<file path="config.mk">
export PLATFORM = sky130hd
export DESIGN_NAME = serial_adder_flat
export DESIGN_NICKNAME = d
export VERILOG_FILES = /design/src/rtl/serial_adder_pkg.sv /design/src/rtl/serial_adder_if.sv /design/src/rtl/serial_adder_fa_cell.sv /design/src/rtl/serial_adder.sv /design/src/flat_wrapper.sv
export SDC_FILE = /design/constraint.sdc
export NUM_CORES = 1
export LEC_CHECK = 0
export CAP_MARGIN = 20
export CORE_UTILIZATION = 52
export CTS_CLUSTER_SIZE = 25
export DETAILED_ROUTE_END_ITERATION = 8
export GPL_TIMING_DRIVEN = 1
export HOLD_SLACK_MARGIN = 0.06
export PLACE_DENSITY_LB_ADDON = 0.2
export RECOVER_POWER = 100
export SETUP_SLACK_MARGIN = 0.15
export SKIP_LAST_GASP = 1
export SLEW_MARGIN = 5
export SYNTH_ARGS = -nofsm -noshare
export SYNTH_HDL_FRONTEND = slang
export SYNTH_SLANG_ARGS = --single-unit
</file>
<file path="constraint.sdc">
create_clock -name clk -period 1.6 [get_ports clk]
set_input_delay 0.32 -clock clk [delete_from_list [all_inputs] [get_ports clk]]
set_output_delay 0.32 -clock clk [all_outputs]
set_load 0.02 [all_outputs]
</file>
<file path="src/rtl/serial_adder_pkg.sv">
// Shared definitions for the bit-serial adder: state encoding, default width
// and the majority function used for the per-bit carry.
package serial_adder_pkg;

    localparam int DEFAULT_WIDTH = 8;

    typedef enum logic [1:0] {
        S_IDLE  = 2'd0,
        S_SHIFT = 2'd1,
        S_DONE  = 2'd2
    } state_t;

    function automatic logic maj3(input logic x, input logic y, input logic z);
        return (x & y) | (x & z) | (y & z);
    endfunction

endpackage

</file>
<file path="src/rtl/serial_adder_if.sv">
// Request/result bundle of the bit-serial adder; master drives operands and
// start, slave (the adder) returns busy/done and the registered result.
interface serial_adder_if
    import serial_adder_pkg::*;
    #(parameter int WIDTH = DEFAULT_WIDTH)
    ();

    logic             start;
    logic [WIDTH-1:0] a;
    logic [WIDTH-1:0] b;
    logic             cin;
    logic             busy;
    logic             done;
    logic [WIDTH-1:0] sum;
    logic             cout;

    modport master (
        output start, a, b, cin,
        input  busy, done, sum, cout
    );

    modport slave (
        input  start, a, b, cin,
        output busy, done, sum, cout
    );

endinterface

</file>
<file path="src/rtl/serial_adder_fa_cell.sv">
// Single combinational full-adder cell; the serial adder reuses it once per bit.
module fa_cell
    import serial_adder_pkg::*;
(
    input  logic a,
    input  logic b,
    input  logic cin,
    output logic sum,
    output logic cout
);

    assign sum  = a ^ b ^ cin;
    assign cout = maj3(a, b, cin);

endmodule

</file>
<file path="src/rtl/serial_adder.sv">
// Bit-serial WIDTH-bit adder: one full-adder cell plus a carry flop, LSB first,
// result and carry-out published together with a one-cycle done pulse.
module serial_adder
    import serial_adder_pkg::*;
    #(parameter int WIDTH = DEFAULT_WIDTH)
(
    input  logic          clk,
    input  logic          rst_n,
    serial_adder_if.slave bus
);

    localparam int            CW   = $clog2(WIDTH);
    localparam logic [CW-1:0] LAST = CW'(WIDTH - 1);

    state_t           state;
    logic [WIDTH-1:0] a_sr;
    logic [WIDTH-1:0] b_sr;
    logic [WIDTH-1:0] sum_sr;
    logic [WIDTH-1:0] sum_nxt;
    logic [WIDTH-1:0] sum_q;
    logic [CW-1:0]    cnt;
    logic             carry;
    logic             cout_q;
    logic             busy_q;
    logic             done_q;
    logic             s;
    logic             c;

    fa_cell u_fa (
        .a    (a_sr[0]),
        .b    (b_sr[0]),
        .cin  (carry),
        .sum  (s),
        .cout (c)
    );

    // New sum bit enters at the MSB so that after WIDTH shifts bit 0 sits at the LSB.
    assign sum_nxt = (sum_sr >> 1) | (WIDTH'(s) << (WIDTH - 1));

    always_ff @(posedge clk or negedge rst_n) begin
        if (!rst_n) begin
            state  <= S_IDLE;
            a_sr   <= '0;
            b_sr   <= '0;
            sum_sr <= '0;
            sum_q  <= '0;
            cnt    <= '0;
            carry  <= 1'b0;
            cout_q <= 1'b0;
            busy_q <= 1'b0;
            done_q <= 1'b0;
        end else begin
            case (state)
                S_IDLE, S_DONE: begin
                    done_q <= 1'b0;
                    if (bus.start) begin
                        a_sr   <= bus.a;
                        b_sr   <= bus.b;
                        carry  <= bus.cin;
                        cnt    <= '0;
                        state  <= S_SHIFT;
                        busy_q <= 1'b1;
                    end else begin
                        state  <= S_IDLE;
                        busy_q <= 1'b0;
                    end
                end
                S_SHIFT: begin
                    sum_sr <= sum_nxt;
                    a_sr   <= a_sr >> 1;
                    b_sr   <= b_sr >> 1;
                    carry  <= c;
                    if (cnt == LAST) begin
                        // Final bit: publish the whole result at once, never a partial one.
                        cnt    <= '0;
                        state  <= S_DONE;
                        sum_q  <= sum_nxt;
                        cout_q <= c;
                        busy_q <= 1'b0;
                        done_q <= 1'b1;
                    end else begin
                        cnt <= cnt + CW'(1);
                    end
                end
                default: begin
                    state  <= S_IDLE;
                    busy_q <= 1'b0;
                    done_q <= 1'b0;
                end
            endcase
        end
    end

    assign bus.busy = busy_q;
    assign bus.done = done_q;
    assign bus.sum  = sum_q;
    assign bus.cout = cout_q;

endmodule

</file>
<file path="src/flat_wrapper.sv">
// flat-port wrapper written by rule: the top's interface ports become plain ports
module serial_adder_flat import serial_adder_pkg::*;
#(parameter int WIDTH = DEFAULT_WIDTH)
  (clk, rst_n, bus_start, bus_a, bus_b, bus_cin, bus_busy, bus_done, bus_sum, bus_cout);
  serial_adder_if #(.WIDTH(WIDTH)) bus_i ();
  input  logic clk;
  input  logic rst_n;
  input wire logic [$bits(bus_i.start)-1:0] bus_start;
  input wire logic [$bits(bus_i.a)-1:0] bus_a;
  input wire logic [$bits(bus_i.b)-1:0] bus_b;
  input wire logic [$bits(bus_i.cin)-1:0] bus_cin;
  output wire logic [$bits(bus_i.busy)-1:0] bus_busy;
  output wire logic [$bits(bus_i.done)-1:0] bus_done;
  output wire logic [$bits(bus_i.sum)-1:0] bus_sum;
  output wire logic [$bits(bus_i.cout)-1:0] bus_cout;
  assign bus_i.start = bus_start;
  assign bus_i.a = bus_a;
  assign bus_i.b = bus_b;
  assign bus_i.cin = bus_cin;
  assign bus_busy = bus_i.busy;
  assign bus_done = bus_i.done;
  assign bus_sum = bus_i.sum;
  assign bus_cout = bus_i.cout;
  serial_adder #(.WIDTH(WIDTH)) u_core (.clk(clk), .rst_n(rst_n), .bus(bus_i));
endmodule
</file>
==> results.md <==
- Syn Area/Cell: 13.2 µm²
- Clock buffer depth: 2
- Total GRT Usage: 21.6%
- Largest net degree at the start of global routing: 40
- Max cap viols: 0
- Routed WL: 3.45 mm
- Vias: 1,172
- Sequential share of the synthesized area: 54.9%
- Row count: 20
- Fin crit share: 91.2%
- Yosys warnings: 0
- H-tree levels: 2
- Final Max Tran Viols: 0
- N_diodes: 0
- Fin. Hold Viols: 0
- Die Y-Extent: 60.5 µm
- Fill count: 274
- Most common cell after layout, fill and taps aside: dfrtp_1
- Combinational share of power: 38.9%
- Kind of critical path: reg2reg
- XOR/XNOR Fraction of Synth Area: 0%
- Placer Congestion: 0.690
- Critical-path top delay cell: dfrtp_1
- Yosys reg bits: 39
- F_max: 686 MHz
- Status: completed
- DRC viols: 0
- Synth top area share: 54.9%
- Vias in the first global route: 1,244
- Post-synthesis mux area share: 17.6%
- Psw: 0.00147 W
- Switching share of power: 35.7%
- Dominant cells by area after synthesis: dfrtp_1 55%, mux2_4 14%, a21oi_1 4.2%, o22ai_1 3.5%, buf_6 3.2%
- Highest ir drop seen on vdd: 0.959 mV
- Post-route worst setup slack: 0.141 ns
- WL per Instance: 15.9 µm
- Final Skew: 0.00242 ns
- Tightest Pin Transition: 0.480 ns
- Worst endpoint required time: 1.85 ns
- Wire length of the first global-routing pass: 5.62 mm
- CP cell instances: ha_2 -> ha_4 -> nand3b_2 -> mux2_1
- Synth unique cells: 22
- Placed cells: 206
- Core ar.: 0.00315 mm²
- HPWL after DPL: 2.26 mm
- Simple-Gate Fraction of Synth Area: 4.85%
- Leak: 0.995 nW
- Root Driver: clkbuf_4
- Hold Slack: 0.495 ns
- Initial DRC Count: 50
- Layout Cells excl Fill: 217
- Final setup viols: 0
- Die area: 0.00366 mm²
- Int Power: 0.00265 W
- Die X: 60.5 µm
- ANT nets after route: 0
- Startpoint types: flip-flop
- Initial core utilization: 56.4%
- Rel. slew slack: 68.0%
- Commonest non-fill, non-tap cells in the layout: 38 x dfrtp_1, 18 x clkdlybuf4s50_1, 15 x a21oi_1
- Post-route minimum period: 1.46 ns
- Dpl ws: -0.0250 ns
- Cells after synthesis: 135
- Crit. End Element: flip-flop
- Seq pwr share: 44.1%
- Area growth from synthesis to layout: 21.5%
- CTS Sinks: 39
- Syn Std Cell Area: 0.00178 mm²
- Post-Synth Adder-Cell Area: 2.53%
- Total grt overflow: 0
- Layout cells sized above 1: 16.2%
- Mapped Nets: 158
- Total Power: 0.00412 W
- Power Density: 1900 mW/mm²
- Yosys top cell by area: dfrtp_1
- Inserted Clock Buffers: 5
- Clock power share: 17.0%
- Compound-gate portion of the synthesized area: 13.4%
- Io pins: 31
- Largest family of logic cells by synthesized area: multiplexers
- Worst-Skew Late Latency: 0.36 ns
- Initial antenna violation count: 0
- CTS tree: done
- Drt via density: 5.40
- Slowest Stage Delay on Critical Path: 0.42 ns
- Buffers on Ports: 30
- HP Class: reg2reg
- DR pass1 iterations: 4
- CP Max Fanout: 5
- Reg clk slew, reported paths: 0.11 ns
- Worst EP arrival: 1.71 ns
- RSZ-0062 raised after global routing: true
- NumNets Final: 195
-- worst max-delay path: cells and delay by family, from the launching register on --
| family | cells | cell delay, ns |
|---|---|---|
| simple gates | 1 | 0.19 |
| flops | 1 | 0.42 |
| fa+ha+maj | 2 | 0.38 |
| mux | 1 | 0.36 |
-- power groups by stage --
stage / Sequential [W] / Clock, W / Combinational, W
global route: 0.00187 / 0.000758 / 0.00179
floorplan: 0.00186 / 0 / 0.00131
finish: 0.00182 / 0.000699 / 0.00160
CTS: 0.00181 / 0.000713 / 0.00178
global placement: 0.00180 / 0 / 0.00179
detailed placement: 0.00183 / 0 / 0.00186
-- layer usage --
metal	global-route usage [%]	wire length, µm
met1	25.8	1440
met2	36.9	1810
met3	3.84	120
met4	12.3	80
met5	0	0
-- cell usage after synthesis --
master and count:
dfrtp_1 39, mux2_4 16, a21oi_1 15, inv_1 12, o22ai_1 10, nor2b_1 6
a211oi_1 5, buf_6 5, mux2i_1 5, a22o_1 4, buf_2 4, a21o_1 2
ha_1 2, mux2_2 2, fa_1 1, nand2b_1 1, nand2b_4 1, nand3b_4 1
nor2_1 1, nor3_1 1, o21ai_0 1, o31ai_1 1
-- per-stage QoR --
step                util [%]  setup TNS (ns)  area (µm²)
floorplan                  -               0        1780
global placement        66.6               0        2100
detailed placement      66.6         -0.0859        2100
CTS                     69.5               0        2190
global route            68.6               0        2160
finish                  68.6               0        2160
-- cells by family (layout without fill, tap and decap cells) --
family	Yosys count	in the layout
compound gates	38	38
simple gates	11	12
flops	39	39
fa+ha+maj	3	3
mux	23	23
buf+inv	21	58
-- sequential cells by signal, summed over array words and instances, names as in the netlist --
name,cells
u_core.bus.done,1
u_core.bus.sum,8
u_core.bus.cout,1
u_core.sum_sr,7
u_core.cnt,3
u_core.bus.busy,1
u_core.b_sr,8
u_core.carry,1
u_core.state,1
u_core.a_sr,8
-- worst paths after layout --
kind	start	end	slack [ns]	cells past startpoint
setup / recovery	u_core.cnt[0]	u_core.bus.cout	0.14	4
hold / removal	u_core.bus.sum[1]	u_core.bus.sum[1]	0.50	1
setup reg to reg	u_core.cnt[0]	u_core.bus.cout	0.14	4
hold reg to reg	u_core.bus.sum[1]	u_core.bus.sum[1]	0.50	1
max in group asynchronous	rst_n	u_core.state[0]	0.69	3
min in group asynchronous	rst_n	u_core.bus.cout	0.55	3
-- repair_timing --
item                                   CTS  global route
endpoints found under the hold margin   39             0
buffers inserted                         1             0
hold buffers                             1             0
setup endpoints to repair               20            30
gates resized for setup                 11             4
gates cloned                             0             1
-- final cells by class --
class | count | area [µm²] | share of cell area, %
flip-flops and latches | 39 | 977 | 45.2
multi-input cells | 76 | 658 | 30.4
repair buffers | 38 | 340 | 15.7
clock inverters | 2 | 35.0 | 1.62
well taps | 44 | 55.1 | 2.55
clock buffers | 6 | 51.3 | 2.37
inverters | 12 | 45.0 | 2.08
No activity file was read; power rests on OpenSTA's default activity.
